### src/rtl/mem_wr_pkt_pkg.sv
// Shared constants and types for the FTDI packet to SDRAM single-word write path.
package mem_wr_pkt_pkg;

    localparam logic [7:0] SYNC_BYTE  = 8'hA5;
    localparam int         WORD_W     = 16;
    localparam int         HDR_ADDR_W = 25;

    typedef enum logic [2:0] {
        S_SYNC,
        S_A0,
        S_A1,
        S_A2,
        S_A3,
        S_LEN,
        S_DLO,
        S_DHI
    } parseState_t;

    // A FIFO entry is packed as {last, address, word}.
    function automatic int entryWidth(input int addrW);
        return addrW + WORD_W + 1;
    endfunction

endpackage

### src/rtl/mem_wr_pkt_if.sv
// Byte-stream input, SDRAM write request and status signals of mem_wr_pkt.
interface mem_wr_pkt_if
    import mem_wr_pkt_pkg::*;
#(
    parameter int ADDR_W = 25
);
    logic              byte_valid;
    logic [7:0]        byte_data;
    logic              byte_ready;
    logic              mem_idle;
    logic              wr_req;
    logic [ADDR_W-1:0] wr_addr;
    logic [WORD_W-1:0] wr_data;
    logic              wr_ack;
    logic              pkt_done;
    logic              sync_err;
    logic              busy;

    modport slave (
        input  byte_valid, byte_data, mem_idle, wr_ack,
        output byte_ready, wr_req, wr_addr, wr_data, pkt_done, sync_err, busy
    );

    modport master (
        output byte_valid, byte_data, mem_idle, wr_ack,
        input  byte_ready, wr_req, wr_addr, wr_data, pkt_done, sync_err, busy
    );
endinterface

### src/rtl/mem_wr_pkt_fifo.sv
// wr_word_fifo: small synchronous FIFO of pending write words (DEPTH a power of two, >= 2).
module wr_word_fifo #(
    parameter int WIDTH = 42,
    parameter int DEPTH = 4
) (
    input  logic             mem_clk,
    input  logic             reset_n,
    input  logic             push_i,
    input  logic [WIDTH-1:0] data_i,
    input  logic             pop_i,
    output logic [WIDTH-1:0] head_o,
    output logic             full_o,
    output logic             empty_o
);
    localparam int PTR_W = $clog2(DEPTH);
    localparam logic [PTR_W:0] PTR_ONE = 1;

    logic [WIDTH-1:0] mem_q [DEPTH];
    logic [PTR_W:0]   wrPtr_q;
    logic [PTR_W:0]   rdPtr_q;
    logic             doPush;
    logic             doPop;

    assign empty_o = (wrPtr_q == rdPtr_q);
    assign full_o  = (wrPtr_q[PTR_W] != rdPtr_q[PTR_W]) &&
                     (wrPtr_q[PTR_W-1:0] == rdPtr_q[PTR_W-1:0]);
    assign doPop   = pop_i && !empty_o;
    assign doPush  = push_i && (!full_o || doPop);
    assign head_o  = mem_q[rdPtr_q[PTR_W-1:0]];

    always_ff @(posedge mem_clk or negedge reset_n) begin
        if (!reset_n) begin
            wrPtr_q <= '0;
            rdPtr_q <= '0;
        end else begin
            if (doPush) wrPtr_q <= wrPtr_q + PTR_ONE;
            if (doPop)  rdPtr_q <= rdPtr_q + PTR_ONE;
        end
    end

    // Storage carries no reset; the pointers alone define validity.
    always_ff @(posedge mem_clk) begin
        if (doPush) mem_q[wrPtr_q[PTR_W-1:0]] <= data_i;
    end
endmodule

### src/rtl/mem_wr_pkt.sv
// Parses A5-framed packets from the FTDI byte stream and issues single-word SDRAM writes.
// Optional build macro PKT_TIMEOUT_EN enables the mid-packet idle timeout.
module mem_wr_pkt
    import mem_wr_pkt_pkg::*;
#(
    parameter int ADDR_W      = 25,
    parameter int FIFO_DEPTH  = 4,
    parameter int TIMEOUT_CYC = 65535
) (
    input  logic        mem_clk,
    input  logic        reset_n,
    mem_wr_pkt_if.slave bus
);
    localparam int ENTRY_W = entryWidth(ADDR_W);

    parseState_t           state_q, state_d;
    logic [HDR_ADDR_W-1:0] hdrAddr_q, hdrAddr_d;
    logic [ADDR_W-1:0]     wordAddr_q, wordAddr_d;
    logic [7:0]            wordsLeft_q, wordsLeft_d;
    logic [7:0]            dataLo_q, dataLo_d;
    logic                  inData, accept, timeoutHit;
    logic                  fifoFull, fifoEmpty, push, pop;
    logic [ENTRY_W-1:0]    pushEntry, headEntry;
    logic                  wrReq_q, wrLast_q, pktDone_q;
    logic [ADDR_W-1:0]     wrAddr_q;
    logic [WORD_W-1:0]     wrData_q;

    // Only data bytes are back-pressured; header bytes never need FIFO space.
    assign inData         = (state_q == S_DLO) || (state_q == S_DHI);
    assign bus.byte_ready = !(inData && fifoFull);
    assign accept         = bus.byte_valid && bus.byte_ready;
    assign pop            = wrReq_q && bus.wr_ack;

    always_comb begin
        state_d     = state_q;
        hdrAddr_d   = hdrAddr_q;
        wordAddr_d  = wordAddr_q;
        wordsLeft_d = wordsLeft_q;
        dataLo_d    = dataLo_q;
        push        = 1'b0;
        pushEntry   = {wordsLeft_q == 8'd0, wordAddr_q, bus.byte_data, dataLo_q};
        if (accept) begin
            case (state_q)
                S_SYNC: if (bus.byte_data == SYNC_BYTE) state_d = S_A0;
                S_A0: begin
                    hdrAddr_d[7:0] = bus.byte_data;
                    state_d        = S_A1;
                end
                S_A1: begin
                    hdrAddr_d[15:8] = bus.byte_data;
                    state_d         = S_A2;
                end
                S_A2: begin
                    hdrAddr_d[23:16] = bus.byte_data;
                    state_d          = S_A3;
                end
                S_A3: begin
                    hdrAddr_d[HDR_ADDR_W-1] = bus.byte_data[0];
                    state_d                 = S_LEN;
                end
                S_LEN: begin
                    wordAddr_d  = ADDR_W'(hdrAddr_q);
                    wordsLeft_d = bus.byte_data;
                    state_d     = S_DLO;
                end
                S_DLO: begin
                    dataLo_d = bus.byte_data;
                    state_d  = S_DHI;
                end
                S_DHI: begin
                    push       = 1'b1;
                    wordAddr_d = wordAddr_q + ADDR_W'(1);
                    if (wordsLeft_q == 8'd0) begin
                        state_d = S_SYNC;
                    end else begin
                        wordsLeft_d = wordsLeft_q - 8'd1;
                        state_d     = S_DLO;
                    end
                end
                default: state_d = S_SYNC;
            endcase
        end
        if (timeoutHit) state_d = S_SYNC;
    end

    always_ff @(posedge mem_clk or negedge reset_n) begin
        if (!reset_n) begin
            state_q     <= S_SYNC;
            hdrAddr_q   <= '0;
            wordAddr_q  <= '0;
            wordsLeft_q <= '0;
            dataLo_q    <= '0;
        end else begin
            state_q     <= state_d;
            hdrAddr_q   <= hdrAddr_d;
            wordAddr_q  <= wordAddr_d;
            wordsLeft_q <= wordsLeft_d;
            dataLo_q    <= dataLo_d;
        end
    end

`ifdef PKT_TIMEOUT_EN
    localparam int TO_W = $clog2(TIMEOUT_CYC + 1);

    logic [TO_W-1:0] idleCnt_q;
    logic            idleCycle;

    // Back-pressured cycles pause the count rather than clearing it.
    assign idleCycle  = (state_q != S_SYNC) && bus.byte_ready && !accept;
    assign timeoutHit = idleCycle && (idleCnt_q == TO_W'(TIMEOUT_CYC - 1));

    always_ff @(posedge mem_clk or negedge reset_n) begin
        if (!reset_n) begin
            idleCnt_q <= '0;
        end else if (state_q == S_SYNC || accept || timeoutHit) begin
            idleCnt_q <= '0;
        end else if (idleCycle) begin
            idleCnt_q <= idleCnt_q + TO_W'(1);
        end
    end
`else
    logic unusedTimeout;

    assign timeoutHit    = 1'b0;
    assign unusedTimeout = (TIMEOUT_CYC > 0);
`endif

    wr_word_fifo #(
        .WIDTH (ENTRY_W),
        .DEPTH (FIFO_DEPTH)
    ) u_fifo (
        .mem_clk (mem_clk),
        .reset_n (reset_n),
        .push_i  (push),
        .data_i  (pushEntry),
        .pop_i   (pop),
        .head_o  (headEntry),
        .full_o  (fifoFull),
        .empty_o (fifoEmpty)
    );

    // The head stays queued until acknowledged; the request registers hold a stable copy.
    always_ff @(posedge mem_clk or negedge reset_n) begin
        if (!reset_n) begin
            wrReq_q   <= 1'b0;
            wrLast_q  <= 1'b0;
            wrAddr_q  <= '0;
            wrData_q  <= '0;
            pktDone_q <= 1'b0;
        end else begin
            pktDone_q <= pop && wrLast_q;
            if (pop) begin
                wrReq_q <= 1'b0;
            end else if (!wrReq_q && !fifoEmpty && bus.mem_idle) begin
                wrReq_q                          <= 1'b1;
                {wrLast_q, wrAddr_q, wrData_q} <= headEntry;
            end
        end
    end

    assign bus.wr_req   = wrReq_q;
    assign bus.wr_addr  = wrAddr_q;
    assign bus.wr_data  = wrData_q;
    assign bus.pkt_done = pktDone_q;
    assign bus.sync_err = (accept && state_q == S_SYNC && bus.byte_data != SYNC_BYTE) || timeoutHit;
    assign bus.busy     = (state_q != S_SYNC) || !fifoEmpty;
endmodule

### src/flat_wrapper.sv
// flat-port wrapper written by rule: the top's interface ports become plain ports
module mem_wr_pkt_flat import mem_wr_pkt_pkg::*;
#(
    parameter int ADDR_W      = 25,
    parameter int FIFO_DEPTH  = 4,
    parameter int TIMEOUT_CYC = 65535
)
  (mem_clk, reset_n, bus_byte_valid, bus_byte_data, bus_mem_idle, bus_wr_ack, bus_byte_ready, bus_wr_req, bus_wr_addr, bus_wr_data, bus_pkt_done, bus_sync_err, bus_busy);
  mem_wr_pkt_if #(.ADDR_W(ADDR_W)) bus_i ();
  input  logic mem_clk;
  input  logic reset_n;
  input wire logic [$bits(bus_i.byte_valid)-1:0] bus_byte_valid;
  input wire logic [$bits(bus_i.byte_data)-1:0] bus_byte_data;
  input wire logic [$bits(bus_i.mem_idle)-1:0] bus_mem_idle;
  input wire logic [$bits(bus_i.wr_ack)-1:0] bus_wr_ack;
  output wire logic [$bits(bus_i.byte_ready)-1:0] bus_byte_ready;
  output wire logic [$bits(bus_i.wr_req)-1:0] bus_wr_req;
  output wire logic [$bits(bus_i.wr_addr)-1:0] bus_wr_addr;
  output wire logic [$bits(bus_i.wr_data)-1:0] bus_wr_data;
  output wire logic [$bits(bus_i.pkt_done)-1:0] bus_pkt_done;
  output wire logic [$bits(bus_i.sync_err)-1:0] bus_sync_err;
  output wire logic [$bits(bus_i.busy)-1:0] bus_busy;
  assign bus_i.byte_valid = bus_byte_valid;
  assign bus_i.byte_data = bus_byte_data;
  assign bus_i.mem_idle = bus_mem_idle;
  assign bus_i.wr_ack = bus_wr_ack;
  assign bus_byte_ready = bus_i.byte_ready;
  assign bus_wr_req = bus_i.wr_req;
  assign bus_wr_addr = bus_i.wr_addr;
  assign bus_wr_data = bus_i.wr_data;
  assign bus_pkt_done = bus_i.pkt_done;
  assign bus_sync_err = bus_i.sync_err;
  assign bus_busy = bus_i.busy;
  mem_wr_pkt #(.ADDR_W(ADDR_W), .FIFO_DEPTH(FIFO_DEPTH), .TIMEOUT_CYC(TIMEOUT_CYC)) u_core (.mem_clk(mem_clk), .reset_n(reset_n), .bus(bus_i));
endmodule
### config.mk
export PLATFORM = sky130hd
export DESIGN_NAME = mem_wr_pkt_flat
export DESIGN_NICKNAME = d
export VERILOG_FILES = /design/src/rtl/mem_wr_pkt_pkg.sv /design/src/rtl/mem_wr_pkt_if.sv /design/src/rtl/mem_wr_pkt_fifo.sv /design/src/rtl/mem_wr_pkt.sv /design/src/flat_wrapper.sv
export SDC_FILE = /design/constraint.sdc
export NUM_CORES = 1
export LEC_CHECK = 0
export BUFFER_PORTS_ARGS = -buffer_cell sky130_fd_sc_hd__buf_4
export CAP_MARGIN = 20
export CORE_MARGIN = 2
export CORE_UTILIZATION = 36
export CTS_BUF_LIST = sky130_fd_sc_hd__clkbuf_4 sky130_fd_sc_hd__clkbuf_8
export DETAILED_ROUTE_END_ITERATION = 16
export PLACE_DENSITY_LB_ADDON = 0.3
export REMOVE_ABC_BUFFERS = 1
export SYNTH_ARGS = -nofsm -noshare
export SYNTH_HDL_FRONTEND = slang
export SYNTH_HIERARCHICAL = 1
export SYNTH_SLANG_ARGS = --single-unit
### constraint.sdc
create_clock -name mem_clk -period 9.62 [get_ports mem_clk]
set_input_delay 1.443 -clock mem_clk [delete_from_list [all_inputs] [get_ports mem_clk]]
set_output_delay 1.443 -clock mem_clk [all_outputs]
set_load 0.01 [all_outputs]
==> run_results.csv <==
group,metric,value,unit
cts,cts_tree,"built",
cts,clk_path_buf_depth,3,
drt,routed_wl,23800,um
global_routing,first_global_vias,6672,
synth,synthTopCellsByArea,"edfxtp_1 43%, dfrtp_1 26%, mux4_2 8.1%",
floorplanning,die_x,184,um
critical_path,r2r-start,"u_core/u_fifo/rdPtr_q[0]$_DFFE_PN0P_",
cts,holdBufCountCts,0,
critical_path,r2r_slack,5.09,ns
synth,syn_inst,714,
critical_path,cp_slowest_stage_delay,0.72,ns
final_layout,design_area,13400,um^2
synth,ys_ff_latch,287,
synth,synth_top_area_cell,"edfxtp_1",
critical_path,path_cells,"buf_4, xor2_2, nor3_1, nand2_1, and3_1, buf_4, nand2_2, inv_2, and2_1, o41ai_2, inv_1, buf_4",
global_routing,antenna_found_initial,0,
floorplanning,coreArea,31600,um^2
synth,synthArstFlopShare,41.5,%
final_layout,synthToLayoutAreaGrowth,15.7,%
critical_path,end_kind,"flip-flop",
cts,root_buffer,"clkbuf_8",
sta,setup_viol,0,
critical_path,critPathRequiredTime,9.83,ns
synth,synth_edf_count,168,
min_path,holdPathStages,1,
place,gp_congestion,0.848,
power,power,4.23,mW
drt,wire_per_inst,19.3,um
floorplanning,die_h,184,um
critical_path,critPathBufInv,5,
final_layout,fill_cells,2824,
cts,cts_sinks,287,
final_layout,n_antenna_cell,0,
power,powerDensity,315,nW/um^2
floorplanning,io_pins,59,
power,p_leak,4.92,nW
global_routing,grt_pass1_wl,38100,um
sta,fmax,0.221,GHz
sta,fin_worst_skew,0.0146,ns
drt,firstDrtPassIters,5,
floorplanning,rows,65,
synth,synthFlopType,"edfxtp_1",
synth,synth_area,11600,um^2
global_routing,grtUsageTotal,14.5,%
cts,clk_pin_slew,0.05,ns
critical_path,crit_type,"reg2reg",
place,dpl.hpwl,14100,um
sta,finalCritPeriodShare,47.1,%
global_routing,grt_max_degree,65,
synth,syn_area_per_cell,16.3,um^2
status,status,"finished, final reports clean",
place,numPortBuffers,58,
sta,drv_slew,0,
critical_path,crit_path_frequent_cell,"buf_4",
cts,cts_resized,0,
drt,dr.first_iter.drc_count,467,
sta,grt_setup_unrepaired,"no",
sta,max_slew_margin,36.0,%
flow_run,cap_viol_max_count,0,
drt,postRouteAntennaNets,0,
cts,cts.htree.levels,2,
cts,clock_latency,0.55,ns
sta,period_needed,4.53,ns
sta,hold_viol,0,
drt,route.detailed.drc,0,
critical_path,crit_path_start_kind,"flip-flop",
sta,setup-tns-final,0,ns
critical_path,cp_slowest_cell,"buf_4",
floorplanning,start_util,36.7,%
min_path,min_to,"u_core/bus.wr_addr[0]$_DFFE_PN0P_",
synth,yosysTopAreaCellShare,43.4,%
synth,synth_warnings,6,
cts,postCtsSetupRepairBufs,0,
global_routing,overflow,0,
final_layout,drive_gt1_share,34.1,%
sta,worstMarginPinSlew,0.960,ns
critical_path,r2r_end,"u_core/u_fifo/mem_q[3][8]$_DFFE_PP_",
floorplanning,dieArea,33700,um^2
drt,vias,6568,
critical_path,critPathMaxFanout,47,
min_path,hold_class,"reg2reg",
cts,cts_inserted_buffers,47,
min_path,hold_start,"u_core/bus.wr_addr[0]$_DFFE_PN0P_",
drt,avgViaCountPerCell,5.31,
synth,synth_cell_types,64,
final_layout,nNetsFinal,817,
place,dpl_cell_area,12500,um^2
critical_path,cp_data_arrival_time,4.73,ns
critical_path,reg2regPathDepth,12,
power,peakVddDrop,0.189,mV
critical_path,path_delay_family,"buffers and inverters",
synth,yosysSeqAreaShare,69.1,%
-- cell families after synthesis --
| family | share of synthesized area (%) |
|---|---|
| AOI/OAI and AO/OA | 5.52 |
| buffers and inverters | 1.68 |
| DFF | 69.1 |
| xor gates and xnor gates | 0.517 |
| muxes | 15.8 |
| adders and majority gates | 0.862 |
| and+or+nand+nor | 6.59 |
-- cells in the final DEF, fill, tap and decap left out, drive strengths merged, types with 13 or more instances in the layout --
| cell | Yosys | routed |
|---|---|---|
| mux4 | 42 | 42 |
| dfrtp | 119 | 119 |
| nand2 | 35 | 35 |
| mux2 | 77 | 77 |
| clkbuf | 17 | 75 |
| inv | 12 | 13 |
| o21ai | 25 | 25 |
| nand3 | 18 | 18 |
| edfxtp | 168 | 168 |
| nor2 | 27 | 27 |
| buf | 18 | 68 |
| nor3 | 20 | 20 |
| a21oi | 29 | 29 |
-- synthesized netlist by cell type, types with 3 or more instances --
library cell	count
and2_1	4
nor3_1	19
xnor2_1	3
and3_1	10
a21oi_1	28
nor4_1	3
nand4_1	7
nor3b_1	3
a22oi_1	3
o21ai_1	4
o22ai_1	10
ha_1	8
dfrtp_1	119
o21ai_0	21
clkbuf_1	17
nand2_1	34
a31oi_1	3
mux4_2	42
o311ai_0	3
buf_2	15
or4_1	3
a311oi_1	4
inv_1	11
nor2_1	26
a211oi_1	3
o31ai_1	3
nand3_1	17
buf_1	3
edfxtp_1	168
mux2_2	75
-- worst reg2reg max path: stages (launching register included) --
cell and delay (ns):
dfrtp_2 0.33, buf_4 0.72, xor2_2 0.41, nor3_1 0.17, nand2_1 0.15, and3_1 0.16, buf_4 0.32, nand2_2 0.18
inv_2 0.26, and2_1 0.20, o41ai_2 0.09, inv_1 0.68, buf_4 0.49
-- routing by layer --
metal  part of all wire (%)  track usage, %  routed length (um)  up-vias
li1                       -               -                   -     2961
met1                     45            20.3               10800     3381
met2                     48            22.9               11400      184
met3                    5.1            2.93                1220       42
met4                    1.9            4.42                 452        0
met5                      0               0                   0        -
-- state kept, by name, indices dropped and copies added (netlist names) --
signal / flops
u_core/bus.wr_req: 1
u_core/bus.wr_data: 16
u_core/u_fifo/rdPtr_q: 3
u_core/wordsLeft_q: 8
u_core/state_q: 3
u_core/dataLo_q: 8
u_core/wrLast_q: 1
u_core/wordAddr_q: 25
u_core/bus.pkt_done: 1
u_core/bus.wr_addr: 25
u_core/hdrAddr_q: 25
u_core/u_fifo/wrPtr_q: 3
u_core/u_fifo/mem_q: 168
-- through the flow --
| step | instances | hold WS [ns] | setup WS, ns | utilization [%] |
|---|---|---|---|---|
| 2_1_floorplan | 679 | 0.472 | 3.49 | - |
| 3_3_place_gp | 1149 | 0.482 | 5.09 | 39.5 |
| 3_5_place_dp | 1149 | 0.493 | 4.99 | 39.5 |
| 4_1_cts | 1236 | 0.506 | 4.99 | 42.5 |
| 5_1_grt | 1236 | 0.513 | 4.67 | 42.5 |
| 6_report | 1236 | 0.504 | 5.09 | 42.5 |
-- power breakdown --
part           internal, mW  switching (mW)  leakage [nW]
combinational         0.601           0.610          1.50
clock                 0.589           0.460         0.510
sequential             1.71           0.264          2.92
total                  2.90            1.33          4.92
-- worst max-delay path by stage --
stage | start | end | depth (start not counted)
after floorplan | u_core/u_fifo/rdPtr_q[0]$_DFFE_PN0P_ | u_core/bus.wr_addr[0]$_DFFE_PN0P_ | 4
after global placement | u_core/u_fifo/rdPtr_q[0]$_DFFE_PN0P_ | u_core/u_fifo/mem_q[3][41]$_DFFE_PP_ | 12
after detailed placement | u_core/u_fifo/rdPtr_q[0]$_DFFE_PN0P_ | u_core/u_fifo/mem_q[3][41]$_DFFE_PP_ | 12
after CTS | u_core/u_fifo/rdPtr_q[0]$_DFFE_PN0P_ | u_core/u_fifo/mem_q[3][5]$_DFFE_PP_ | 12
after global routing | u_core/u_fifo/rdPtr_q[0]$_DFFE_PN0P_ | u_core/u_fifo/mem_q[3][8]$_DFFE_PP_ | 12
final | u_core/u_fifo/rdPtr_q[0]$_DFFE_PN0P_ | u_core/u_fifo/mem_q[3][8]$_DFFE_PP_ | 12
-- layout make-up --
cell class | count | area, um^2 | area share [%]
Clock buffer | 75 | 895 | 6.65
Timing Repair Buffer | 68 | 510 | 3.80
Inverter | 12 | 45.0 | 0.335
Clock inverter | 12 | 57.6 | 0.428
Multi-Input combinational cell | 380 | 3410 | 25.4
Tap cell | 402 | 503 | 3.74
Sequential cell | 287 | 8030 | 59.7
Note: power is estimated with default switching activity, not from simulation.
